$ cat src/rtl/pipe_ctrl_unit.sv
// Control unit for the five-stage MIPS32 pipeline: it decodes the IF/ID instruction,
// carries the control bundle through ID/EX, EX/MEM and MEM/WB, and resolves hazards.
module pipe_ctrl_unit #(
    parameter int INST_W  = 32,
    parameter int ALUOP_W = 6,
    parameter int RA_W    = 5,
    parameter int FWD_EN  = 1
) (
    input  logic               clock,
    input  logic               reset,
    input  logic [INST_W-1:0]  if_id_inst,
    input  logic               if_id_valid,
    input  logic               branch_taken,
    output logic               stall,
    output logic               flush_ifid,
    output logic               id_sign_ext,
    output logic [ALUOP_W-1:0] ex_alu_op,
    output logic               ex_use_imm,
    output logic               ex_shift,
    output logic               ex_use_rt,
    output logic               ex_can_ovf,
    output logic [1:0]         ex_fwd_a,
    output logic [1:0]         ex_fwd_b,
    output logic               ex_illegal,
    output logic               mem_branch,
    output logic               mem_write,
    output logic               wb_reg_write,
    output logic               wb_mem_to_reg,
    output logic [RA_W-1:0]    wb_dest
);

    localparam logic [5:0] OP_SPECIAL = 6'b000000;
    localparam logic [5:0] OP_ADDI    = 6'b001000;
    localparam logic [5:0] OP_ANDI    = 6'b001100;
    localparam logic [5:0] OP_ORI     = 6'b001101;
    localparam logic [5:0] OP_LW      = 6'b100011;
    localparam logic [5:0] OP_SW      = 6'b101011;
    localparam logic [5:0] OP_BEQ     = 6'b000100;

    localparam logic [5:0] F_ADD = 6'b100000;
    localparam logic [5:0] F_SUB = 6'b100010;
    localparam logic [5:0] F_AND = 6'b100100;
    localparam logic [5:0] F_OR  = 6'b100101;
    localparam logic [5:0] F_XOR = 6'b100110;
    localparam logic [5:0] F_NOR = 6'b100111;
    localparam logic [5:0] F_SLT = 6'b101010;
    localparam logic [5:0] F_SLL = 6'b000000;
    localparam logic [5:0] F_SRL = 6'b000010;
    localparam logic [5:0] F_SRA = 6'b000011;

    // ALU encodings mirror the SPECIAL func codes, so SLL (the bubble op) is all zeros.
    localparam logic [ALUOP_W-1:0] ALU_ADD = ALUOP_W'(6'h20);
    localparam logic [ALUOP_W-1:0] ALU_SUB = ALUOP_W'(6'h22);
    localparam logic [ALUOP_W-1:0] ALU_AND = ALUOP_W'(6'h24);
    localparam logic [ALUOP_W-1:0] ALU_OR  = ALUOP_W'(6'h25);
    localparam logic [ALUOP_W-1:0] ALU_XOR = ALUOP_W'(6'h26);
    localparam logic [ALUOP_W-1:0] ALU_NOR = ALUOP_W'(6'h27);
    localparam logic [ALUOP_W-1:0] ALU_SLT = ALUOP_W'(6'h2A);
    localparam logic [ALUOP_W-1:0] ALU_SLL = ALUOP_W'(6'h00);
    localparam logic [ALUOP_W-1:0] ALU_SRL = ALUOP_W'(6'h02);
    localparam logic [ALUOP_W-1:0] ALU_SRA = ALUOP_W'(6'h03);

    typedef struct packed {
        logic [ALUOP_W-1:0] alu_op;
        logic               use_imm;
        logic               shift;
        logic               use_rt;
        logic               can_ovf;
        logic               illegal;
        logic               reg_write;
        logic               mem_to_reg;
        logic               mem_write;
        logic               branch;
        logic [RA_W-1:0]    dest;
    } ctrl_t;

    // True when a writer of a non-zero dest feeds one of the registers actually read.
    function automatic logic reads_dest(input logic use_rs, input logic use_rt,
                                        input logic [RA_W-1:0] rs, input logic [RA_W-1:0] rt,
                                        input logic wr, input logic [RA_W-1:0] dest);
        return wr & (dest != '0) & ((use_rs & (rs == dest)) | (use_rt & (rt == dest)));
    endfunction

    logic [5:0]      opcode_s, func_s;
    logic [RA_W-1:0] rs_s, rt_s, rd_s;
    logic            unused_shamt_s;
    ctrl_t           dec_s, dec_q_s, idex_r;
    logic            sign_ext_s, illegal_s, rd_rs_s, rd_rt_s, rd_rs_q_s, rd_rt_q_s;
    logic            flush_s, stall_s, hazard_s, idex_hit_s, exmem_hit_s;
    logic [1:0]      fwd_a_nxt_s, fwd_b_nxt_s, fwd_a_r, fwd_b_r;
    logic            em_branch_r, em_mem_write_r, em_reg_write_r, em_mem_to_reg_r;
    logic [RA_W-1:0] em_dest_r;
    logic            wb_reg_write_r, wb_mem_to_reg_r;
    logic [RA_W-1:0] wb_dest_r;

    assign opcode_s       = if_id_inst[INST_W-1 -: 6];
    assign rs_s           = if_id_inst[INST_W-7 -: RA_W];
    assign rt_s           = if_id_inst[INST_W-7-RA_W -: RA_W];
    assign rd_s           = if_id_inst[INST_W-7-2*RA_W -: RA_W];
    assign func_s         = if_id_inst[5:0];
    assign unused_shamt_s = ^if_id_inst[INST_W-7-3*RA_W : 6];

    // Instruction decode of the IF/ID word.
    always_comb begin
        dec_s      = '0;
        sign_ext_s = 1'b1;
        illegal_s  = 1'b0;
        rd_rs_s    = 1'b1;
        rd_rt_s    = 1'b0;
        case (opcode_s)
            OP_SPECIAL: begin
                dec_s.dest      = rd_s;
                dec_s.reg_write = 1'b1;
                rd_rt_s         = 1'b1;
                case (func_s)
                    F_ADD: begin dec_s.alu_op = ALU_ADD; dec_s.can_ovf = 1'b1; end
                    F_SUB: begin dec_s.alu_op = ALU_SUB; dec_s.can_ovf = 1'b1; end
                    F_AND: dec_s.alu_op = ALU_AND;
                    F_OR:  dec_s.alu_op = ALU_OR;
                    F_XOR: dec_s.alu_op = ALU_XOR;
                    F_NOR: dec_s.alu_op = ALU_NOR;
                    F_SLT: dec_s.alu_op = ALU_SLT;
                    F_SLL: begin dec_s.alu_op = ALU_SLL; dec_s.shift = 1'b1; rd_rs_s = 1'b0; end
                    F_SRL: begin dec_s.alu_op = ALU_SRL; dec_s.shift = 1'b1; rd_rs_s = 1'b0; end
                    F_SRA: begin dec_s.alu_op = ALU_SRA; dec_s.shift = 1'b1; rd_rs_s = 1'b0; end
                    default: illegal_s = 1'b1;
                endcase
            end
            OP_ADDI: begin
                dec_s.alu_op  = ALU_ADD;  dec_s.use_imm = 1'b1; dec_s.can_ovf = 1'b1;
                dec_s.use_rt  = 1'b1;     dec_s.dest = rt_s;    dec_s.reg_write = 1'b1;
            end
            OP_ANDI: begin
                dec_s.alu_op  = ALU_AND;  dec_s.use_imm = 1'b1; sign_ext_s = 1'b0;
                dec_s.use_rt  = 1'b1;     dec_s.dest = rt_s;    dec_s.reg_write = 1'b1;
            end
            OP_ORI: begin
                dec_s.alu_op  = ALU_OR;   dec_s.use_imm = 1'b1; sign_ext_s = 1'b0;
                dec_s.use_rt  = 1'b1;     dec_s.dest = rt_s;    dec_s.reg_write = 1'b1;
            end
            OP_LW: begin
                dec_s.alu_op  = ALU_ADD;  dec_s.use_imm = 1'b1; dec_s.mem_to_reg = 1'b1;
                dec_s.use_rt  = 1'b1;     dec_s.dest = rt_s;    dec_s.reg_write = 1'b1;
            end
            OP_SW: begin
                dec_s.alu_op = ALU_ADD; dec_s.use_imm = 1'b1; dec_s.mem_write = 1'b1;
                rd_rt_s      = 1'b1;
            end
            OP_BEQ: begin
                dec_s.alu_op = ALU_SUB; dec_s.branch = 1'b1; rd_rt_s = 1'b1;
            end
            default: illegal_s = 1'b1;
        endcase
        if (illegal_s) begin
            dec_s         = '0;
            dec_s.illegal = 1'b1;
            dec_s.alu_op  = ALU_SLL;
            rd_rs_s       = 1'b0;
            rd_rt_s       = 1'b0;
        end else begin
            dec_s.illegal = 1'b0;
        end
        dec_s.reg_write = dec_s.reg_write & (dec_s.dest != '0);
    end

    assign dec_q_s   = if_id_valid ? dec_s : '0;
    assign rd_rs_q_s = rd_rs_s & if_id_valid;
    assign rd_rt_q_s = rd_rt_s & if_id_valid;

    // Hazard detection, stall/flush arbitration and forwarding selects for the next EX entry.
    always_comb begin
        flush_s     = em_branch_r & branch_taken;
        idex_hit_s  = reads_dest(rd_rs_q_s, rd_rt_q_s, rs_s, rt_s, idex_r.reg_write, idex_r.dest);
        exmem_hit_s = reads_dest(rd_rs_q_s, rd_rt_q_s, rs_s, rt_s, em_reg_write_r, em_dest_r);
        fwd_a_nxt_s = 2'b00;
        fwd_b_nxt_s = 2'b00;
        if (FWD_EN != 0) begin
            hazard_s = idex_hit_s & idex_r.mem_to_reg;
            // Today's ID/EX becomes tomorrow's EX/MEM, today's EX/MEM tomorrow's MEM/WB.
            if (reads_dest(rd_rs_q_s, 1'b0, rs_s, rt_s, idex_r.reg_write, idex_r.dest)) begin
                fwd_a_nxt_s = 2'b01;
            end else if (reads_dest(rd_rs_q_s, 1'b0, rs_s, rt_s, em_reg_write_r, em_dest_r)) begin
                fwd_a_nxt_s = 2'b10;
            end else begin
                fwd_a_nxt_s = 2'b00;
            end
            if (reads_dest(1'b0, rd_rt_q_s, rs_s, rt_s, idex_r.reg_write, idex_r.dest)) begin
                fwd_b_nxt_s = 2'b01;
            end else if (reads_dest(1'b0, rd_rt_q_s, rs_s, rt_s, em_reg_write_r, em_dest_r)) begin
                fwd_b_nxt_s = 2'b10;
            end else begin
                fwd_b_nxt_s = 2'b00;
            end
        end else begin
            hazard_s = idex_hit_s | exmem_hit_s;
        end
        stall_s = hazard_s & ~flush_s;
    end

    // Pipeline control registers: ID/EX, EX/MEM, MEM/WB.
    always_ff @(posedge clock or posedge reset) begin
        if (reset) begin
            idex_r           <= '0;
            fwd_a_r          <= 2'b00;
            fwd_b_r          <= 2'b00;
            em_branch_r      <= 1'b0;
            em_mem_write_r   <= 1'b0;
            em_reg_write_r   <= 1'b0;
            em_mem_to_reg_r  <= 1'b0;
            em_dest_r        <= '0;
            wb_reg_write_r   <= 1'b0;
            wb_mem_to_reg_r  <= 1'b0;
            wb_dest_r        <= '0;
        end else begin
            wb_reg_write_r  <= em_reg_write_r;
            wb_mem_to_reg_r <= em_mem_to_reg_r;
            wb_dest_r       <= em_dest_r;
            if (flush_s) begin
                em_branch_r     <= 1'b0;
                em_mem_write_r  <= 1'b0;
                em_reg_write_r  <= 1'b0;
                em_mem_to_reg_r <= 1'b0;
                em_dest_r       <= '0;
            end else begin
                em_branch_r     <= idex_r.branch;
                em_mem_write_r  <= idex_r.mem_write;
                em_reg_write_r  <= idex_r.reg_write;
                em_mem_to_reg_r <= idex_r.mem_to_reg;
                em_dest_r       <= idex_r.dest;
            end
            if (flush_s || stall_s) begin
                idex_r  <= '0;
                fwd_a_r <= 2'b00;
                fwd_b_r <= 2'b00;
            end else begin
                idex_r  <= dec_q_s;
                fwd_a_r <= fwd_a_nxt_s;
                fwd_b_r <= fwd_b_nxt_s;
            end
        end
    end

    assign stall         = stall_s;
    assign flush_ifid    = flush_s;
    assign id_sign_ext   = sign_ext_s & if_id_valid & ~reset;
    assign ex_alu_op     = idex_r.alu_op;
    assign ex_use_imm    = idex_r.use_imm;
    assign ex_shift      = idex_r.shift;
    assign ex_use_rt     = idex_r.use_rt;
    assign ex_can_ovf    = idex_r.can_ovf;
    assign ex_illegal    = idex_r.illegal;
    assign ex_fwd_a      = fwd_a_r;
    assign ex_fwd_b      = fwd_b_r;
    assign mem_branch    = em_branch_r;
    assign mem_write     = em_mem_write_r;
    assign wb_reg_write  = wb_reg_write_r;
    assign wb_mem_to_reg = wb_mem_to_reg_r;
    assign wb_dest       = wb_dest_r;

endmodule

$ cat config.mk
export PLATFORM = sky130hd
export DESIGN_NAME = pipe_ctrl_unit
export DESIGN_NICKNAME = d
export VERILOG_FILES = /design/src/rtl/pipe_ctrl_unit.sv
export SDC_FILE = /design/constraint.sdc
export NUM_CORES = 1
export LEC_CHECK = 0
export ABC_CLOCK_PERIOD_IN_PS = 6100
export CAP_MARGIN = 25
export CORE_AREA = 2 2 64 81
export DETAILED_ROUTE_END_ITERATION = 8
export DIE_AREA = 0 0 66 83
export PLACE_DENSITY = 0.91
export SYNTH_ARGS = -nofsm -noshare
export SYNTH_HDL_FRONTEND = slang
export SYNTH_SLANG_ARGS = --single-unit
$ cat constraint.sdc
create_clock -name clock -period 6.1 [get_ports clock]
set_clock_uncertainty 0.1 [all_clocks]
set_input_delay 1.22 -clock clock [delete_from_list [all_inputs] [get_ports clock]]
set_output_delay 1.22 -clock clock [all_outputs]
set_load 0.1 [all_outputs]
==> results.toml, run 1 <==
[run_status]
run_status = "complete, no violations"

[sta]
slew-limit-headroom_pct = 34.5
share_of_the_cycle_needed_by_the_critical_path_after_routing_pct = 80.2
worst-slew-pin-transition_ps = 979
final-max-slew-violation-count = 0
setup_tns_ps = 0
final-hold-violation-count = 0
grt_setup_unrepaired = "no"
fmax_mhz = 205
postLayoutSetupSlackWorst_ps = 1210
post-route-min-period_ps = 4890
setup_viol_count_final = 0

[global_route]
globalRouteOverflowTotal = 0
grt_first_pass_wirelength_microns = 8450
largest_net_degree_at_the_start_of_global_routing = 40
antenna_found_initial = 0
grt_pass1_vias = 1800
grt_use_total_pct = 19.8

[route]
final_antenna_net_count = 0
routed_wire_length_per_instance_microns = 14.6
drt_first_iter_violations = 107
drt_pre_antenna_iters = 4
detail_route.vias_per_cell = 5.52
detailroute.via_count = 1856
drcViolationCount = 0
totalWireLength_microns = 4890

[floorplanning]
die_w_microns = 66
design.die.area_sq_um = 5480
initial_core_util_pct = 47.0
die_height_microns = 83
design.core.area_sq_um = 4690
placement_row_count = 28
pin_count = 63

[power_and_ir_drop]
pwr_density_cell_nw_per_um2 = 180
totalPowerFinal_w = 0.000506
vdd.ir_drop.worst_v = 0.0000793
power.static_leakage_nw = 1.18

[clock_tree]
clock_insertion_delay_worst_skew_ps = 290
cts_num_sinks = 39
tritoncts = "built"
cts-htree-levels = 2
clk_path_buf_depth = 2
cts_setup_buffers = 0
ctsRootBufferMaster = "clkbuf_8"
cts_buffers = 5
clk_pin_slew_worst_paths_ps = 70
post_cts_hold_buffer_count = 0
postcts_resize_cnt = 0

[synthesis]
ys.flop_type = "dfrtp_1"
ys_warn_count = 0
avgSynthCellArea_sq_um = 9.67
post_synth_edffs = 0
postSynth.asyncResetShare_pct = 100
ys_seq_area_share_pct = 44.2
synth.ff_latch_count = 39
syn_area_sq_um = 2210
synthesis.instances = 228
mappedNetlistNets = 264
synthDistinctLibCells = 47

[finish]
flip_flop_count_of_the_largest_register_after_layout = 9
areaGrowthSynthToFinish_pct = 27.3
insertedDiodeCount = 0
nets = 311
drive_gt1_share_pct = 7.25
layout.filler_cells = 414
layoutNonFillerInstCount = 336
largest-register = "idex_r"
final_cell_area_sq_um = 2810

[worst_hold_path]
hold_path.class = "reg2reg"
min_path_cells = 0

[setup_path]
slack_of_the_worst_reg_to_reg_path_ps = 3800
timing.setup.critical_path_class = "in2out"
timing.critical_path.required_ps = 4780
worst-endpoint-arrival_ps = 3570
worst_path_cell_chain = "clkdlybuf4s50_1, nand4b_1, o21ai_0, nand2_1, nor3b_2, o21a_1, buf_4"
worst_path_max_delay_cell = "clkdlybuf4s50_1"
critPathLaunchType = "input pin"
cpPeakStageDelay_ps = 590
critPathCaptureType = "output port"
critical_path.max_fanout = 10
worstRegToRegCells = 5

[placed_design]
dpl.cell_count = 328
detailed_place_hpwl_microns = 3760
port_buffers = 56
pre_cts_ws_ps = 1240
gp_congestion = 0.866
detailed_place.area_sq_um = 2730

[run]
drv_cap = 0
layout by cell type, fill, tap and decap left out, types with 6 or more instances in the layout:
cell type and count:
o211ai_1 8, dfrtp_1 39, a21oi_1 6, and2_1 8
xnor2_1 12, a211oi_1 7, nand2_1 11, clkdlybuf4s50_1 54
and3_1 7, inv_1 11, nor3_1 19, xor2_1 8
nor2_1 14
cell type report:
| class | count | area [sq um] | area share (%) |
|---|---|---|---|
| multi-input combinational | 161 | 1070 | 38.2 |
| tap | 60 | 75.1 | 2.67 |
| inverter | 11 | 41.3 | 1.47 |
| clock inverter | 1 | 5.00 | 0.178 |
| sequential | 39 | 976 | 34.7 |
| timing repair buffer | 57 | 563 | 20.0 |
| clock buffer | 7 | 76.3 | 2.72 |
synthesized netlist by cell type (5+ instances only):
master,instances,area share [%]
dfrtp_1,39,44
nor3_1,19,4.3
nor2_1,14,2.4
xnor2_1,12,4.8
inv_1,11,1.9
nand2_1,11,1.9
and2_1,8,2.3
o211ai_1,8,2.7
xor2_1,8,3.2
a211oi_1,7,2.4
and3_1,7,2.0
buf_4,7,2.4
a21oi_1,6,1.4
nand3_1,5,1.1
or4_1,5,1.7
stage by stage:
step / util [%] / hold WS (ps)
CTS: 59.8 / 265
global placement: 58.1 / 235
floorplan: - / 231
finish: 59.8 / 264
detailed placement: 58.1 / 237
global route: 59.8 / 280
cells by family (layout without fill, tap and decap cells):
logic type / after synthesis / count (layout) / share of synthesized area, %
buffers and inverters: 28 / 76 / 7.15
XOR/XNOR: 20 / 20 / 7.94
flip-flops: 39 / 39 / 44.2
multiplexers: 1 / 1 / 0.454
AND/OR/NAND/NOR: 94 / 94 / 24.7
other: 1 / 1 / 0.170
AO/OA/AOI/OAI: 45 / 45 / 15.3
layer usage:
layer	part of all wire (%)	vias up	global-route usage (%)	routed length, microns
met5	0	-	0	0
met2	51	71	32.6	2490
met3	4.5	11	3.52	220
met1	42	872	25.0	2060
met4	2.5	0	9.28	120
li1	-	902	-	-
where the power goes:
group | switching (W) | total, W | internal [W]
Sequential | 0.000000455 | 0.000260 | 0.000260
Combinational | 0.0000501 | 0.0000828 | 0.0000327
Clock | 0.0000828 | 0.000163 | 0.0000801
Total | 0.000133 | 0.000506 | 0.000373
worst max-delay path, delay by kind of cell:
kind | cells | cell delay, ps
buffers and inverters | 2 | 870
AOI/OAI and AO/OA | 2 | 600
and+or+nand+nor | 3 | 870
final timing paths:
check | from | to
min in group asynchronous | reset | ex_can_ovf$_DFF_PP0_
worst min register to register | em_mem_to_reg_r$_DFF_PP0_ | wb_mem_to_reg$_DFF_PP0_
worst min-delay path | em_mem_to_reg_r$_DFF_PP0_ | wb_mem_to_reg$_DFF_PP0_
worst max-delay path | if_id_inst[28] | stall
worst max register to register | idex_r[2]$_DFF_PP0_ | ex_fwd_b[1]$_DFF_PP0_
max in group asynchronous | reset | ex_illegal$_DFF_PP0_
Power figures use the tool's default switching activity.
==> run 2: changes to the inputs <==
- ABC_CLOCK_PERIOD_IN_PS: 6100 -> 4000
- CORE_AREA: 2 2 64 81 -> 2 2 68 86
- DIE_AREA: 0 0 66 83 -> 0 0 70 88
- PLACE_DENSITY: 0.91 -> 0.86
- clock period: 6.1 -> 4 ns (I/O delays scaled with it)
==> run 2 against run 1 <==
Setup slack got worse by 1100 ps; sequential power increased by 53%; power increased by 72%; routed wire length increased by 12%; critical path depth unchanged; utilization decreased by 3.8 points; combinational power increased by 65%; critical endpoint unchanged; via count increased by 5.7%; global-route usage decreased by 0.45 points; non-clock buffer count increased by 14; critical path type unchanged.
==> results.toml, run 2 (synthesized netlist as in run 1, its figures left out) <==
[setup_path]
cpPeakStageDelay_ps = 610
cp.depth = 7
worst_path_cell_chain = "clkdlybuf4s50_1, or4_4, o21ai_0, nand2_1, nor3b_4, o21a_1, buf_12"
worstRegToRegCells = 6
timing.setup.critical_path_class = "in2out"
critPathLaunchType = "input pin"
path_delay_family = "simple AND/OR/NAND/NOR gates"
slack_of_the_worst_reg_to_reg_path_ps = 1670
timing.critical_path.required_ps = 3100
critical_path_buf_inv_count = 2
critPathCaptureType = "output port"
worst-endpoint-arrival_ps = 3000
worst_path_max_delay_cell = "or4_4"
critical_path.max_fanout = 7

[placed_design]
gp_congestion = 0.896
port_buffers = 56
detailed_place_hpwl_microns = 4150
dpl.cell_count = 345

[clock_tree]
clock_insertion_delay_worst_skew_ps = 290
cts_buffers = 5
clk_path_buf_depth = 2
cts_num_sinks = 39
tritoncts = "built"
clk_pin_slew_worst_paths_ps = 70
ctsRootBufferMaster = "clkbuf_8"
cts-htree-levels = 2
post_cts_hold_buffer_count = 0

[run_status]
run_status = "complete, no violations"

[power_and_ir_drop]
p_seq_share_pct = 45.5
power.internal_w = 0.000655
power.share.switching_pct = 24.8
power.share.combinational_pct = 15.7
pwr_density_cell_nw_per_um2 = 292
power.static_leakage_nw = 1.28
total_switching_power_w = 0.000216
clockPowerShare_pct = 38.8
vdd.ir_drop.worst_v = 0.000140

[sta]
share_of_the_cycle_needed_by_the_critical_path_after_routing_pct = 97.4
final-max-slew-violation-count = 0
setup_viol_count_final = 0
fmax_mhz = 257
setup_tns_ps = 0
worst-slew-pin-transition_ps = 985
final-hold-violation-count = 0
slew-limit-headroom_pct = 34.2
post-route-min-period_ps = 3900

[finish]
layoutNonFillerInstCount = 354
flip_flop_count_of_the_largest_register_after_layout = 9
multiInputGateArea_sq_um = 1080
nets = 325
areaGrowthSynthToFinish_pct = 35.5
ff_latch_area_sq_um = 976
layout.filler_cells = 491
most_frequent_cells_in_the_layout = "clkdlybuf4s50_1 (53), dfrtp_1 (39), nor3_1 (19)"
insertedDiodeCount = 0
drive_gt1_share_pct = 13.1
mostFrequentLayoutCell = "clkdlybuf4s50_1"
largest-register = "idex_r"

[global_route]
antenna_found_initial = 0
grt_use_total_pct = 19.4
grt_pass1_vias = 2011
grt_first_pass_wirelength_microns = 9410
globalRouteOverflowTotal = 0
largest_net_degree_at_the_start_of_global_routing = 40

[route]
final_antenna_net_count = 0
detailroute.via_count = 1962
drt_pre_antenna_iters = 4
drt_first_iter_violations = 94
routed_wire_length_per_instance_microns = 15.4
detail_route.vias_per_cell = 5.54
drcViolationCount = 0
totalWireLength_microns = 5460

[run]
drv_cap = 0

[floorplanning]
design.core.area_sq_um = 5330
initial_core_util_pct = 41.4
pin_count = 63
design.die.area_sq_um = 6160
die_w_microns = 70
die_height_microns = 88
placement_row_count = 30

[worst_hold_path]
hold_path.class = "reg2reg"
min_path_cells = 0
[run 2: changes by cell type in the layout (fill, tap and decap cells not counted), sizes merged]
cell	delta
buf	+15
bufinv	+1
clkbuf	-1
clkdlybuf4s50	-1
[run 2: cell type report]
class,instances,share of cell area (%)
Clock buffer,6,2.76
Multi-Input combinational cell,161,36.2
Inverter,11,1.38
Sequential cell,39,32.6
Clock inverter,2,1.17
Tap cell,64,2.68
Timing Repair Buffer,71,23.1
[run 2: path summary, 6_finish.rpt]
kind,from,to
worst max-delay path,if_id_inst[26],stall
worst min-delay path,em_mem_to_reg_r$_DFF_PP0_,wb_mem_to_reg$_DFF_PP0_
worst max register to register,idex_r[1]$_DFF_PP0_,ex_alu_op[1]$_DFF_PP0_
worst min register to register,em_mem_to_reg_r$_DFF_PP0_,wb_mem_to_reg$_DFF_PP0_
max in group asynchronous,reset,em_dest_r[2]$_DFF_PP0_
min in group asynchronous,reset,idex_r[8]$_DFF_PP0_
[run 2: layer usage]
metal	track usage, %	part of all wire [%]	routed length [microns]	up-vias
li1	-	-	-	933
met1	22.9	41	2230	942
met2	34.5	52	2830	73
met3	3.57	4.8	263	14
met4	8.57	2.4	130	0
met5	0	0	0	-
[run 2: what timing repair did]
action	CTS	global route
endpoints found under the setup margin	0	1
setup buffers	0	1
resized for setup	0	1
[run 2: metrics by stage]
step | utilization (%) | hold slack, ps | worst slack [ps] | total power [W] | cell area, sq um
floorplan | - | 231 | 470 | 0.000478 | 2210
global placement | 53.6 | 235 | 210 | 0.000538 | 2860
detailed placement | 53.6 | 238 | 155 | 0.000540 | 2860
CTS | 55.8 | 251 | 146 | 0.000877 | 2980
global route | 56.1 | 269 | -7.04 | 0.000910 | 2990
finish | 56.1 | 255 | 104 | 0.000872 | 2990
[run 2: power by group through the flow]
stage               clock network (W)   logic, W  registers [W]
finish                       0.000338   0.000137       0.000397
floorplan                           0  0.0000655       0.000413
global route                 0.000365   0.000148       0.000397
CTS                          0.000343   0.000137       0.000397
global placement                    0   0.000133       0.000404
detailed placement                  0   0.000136       0.000405
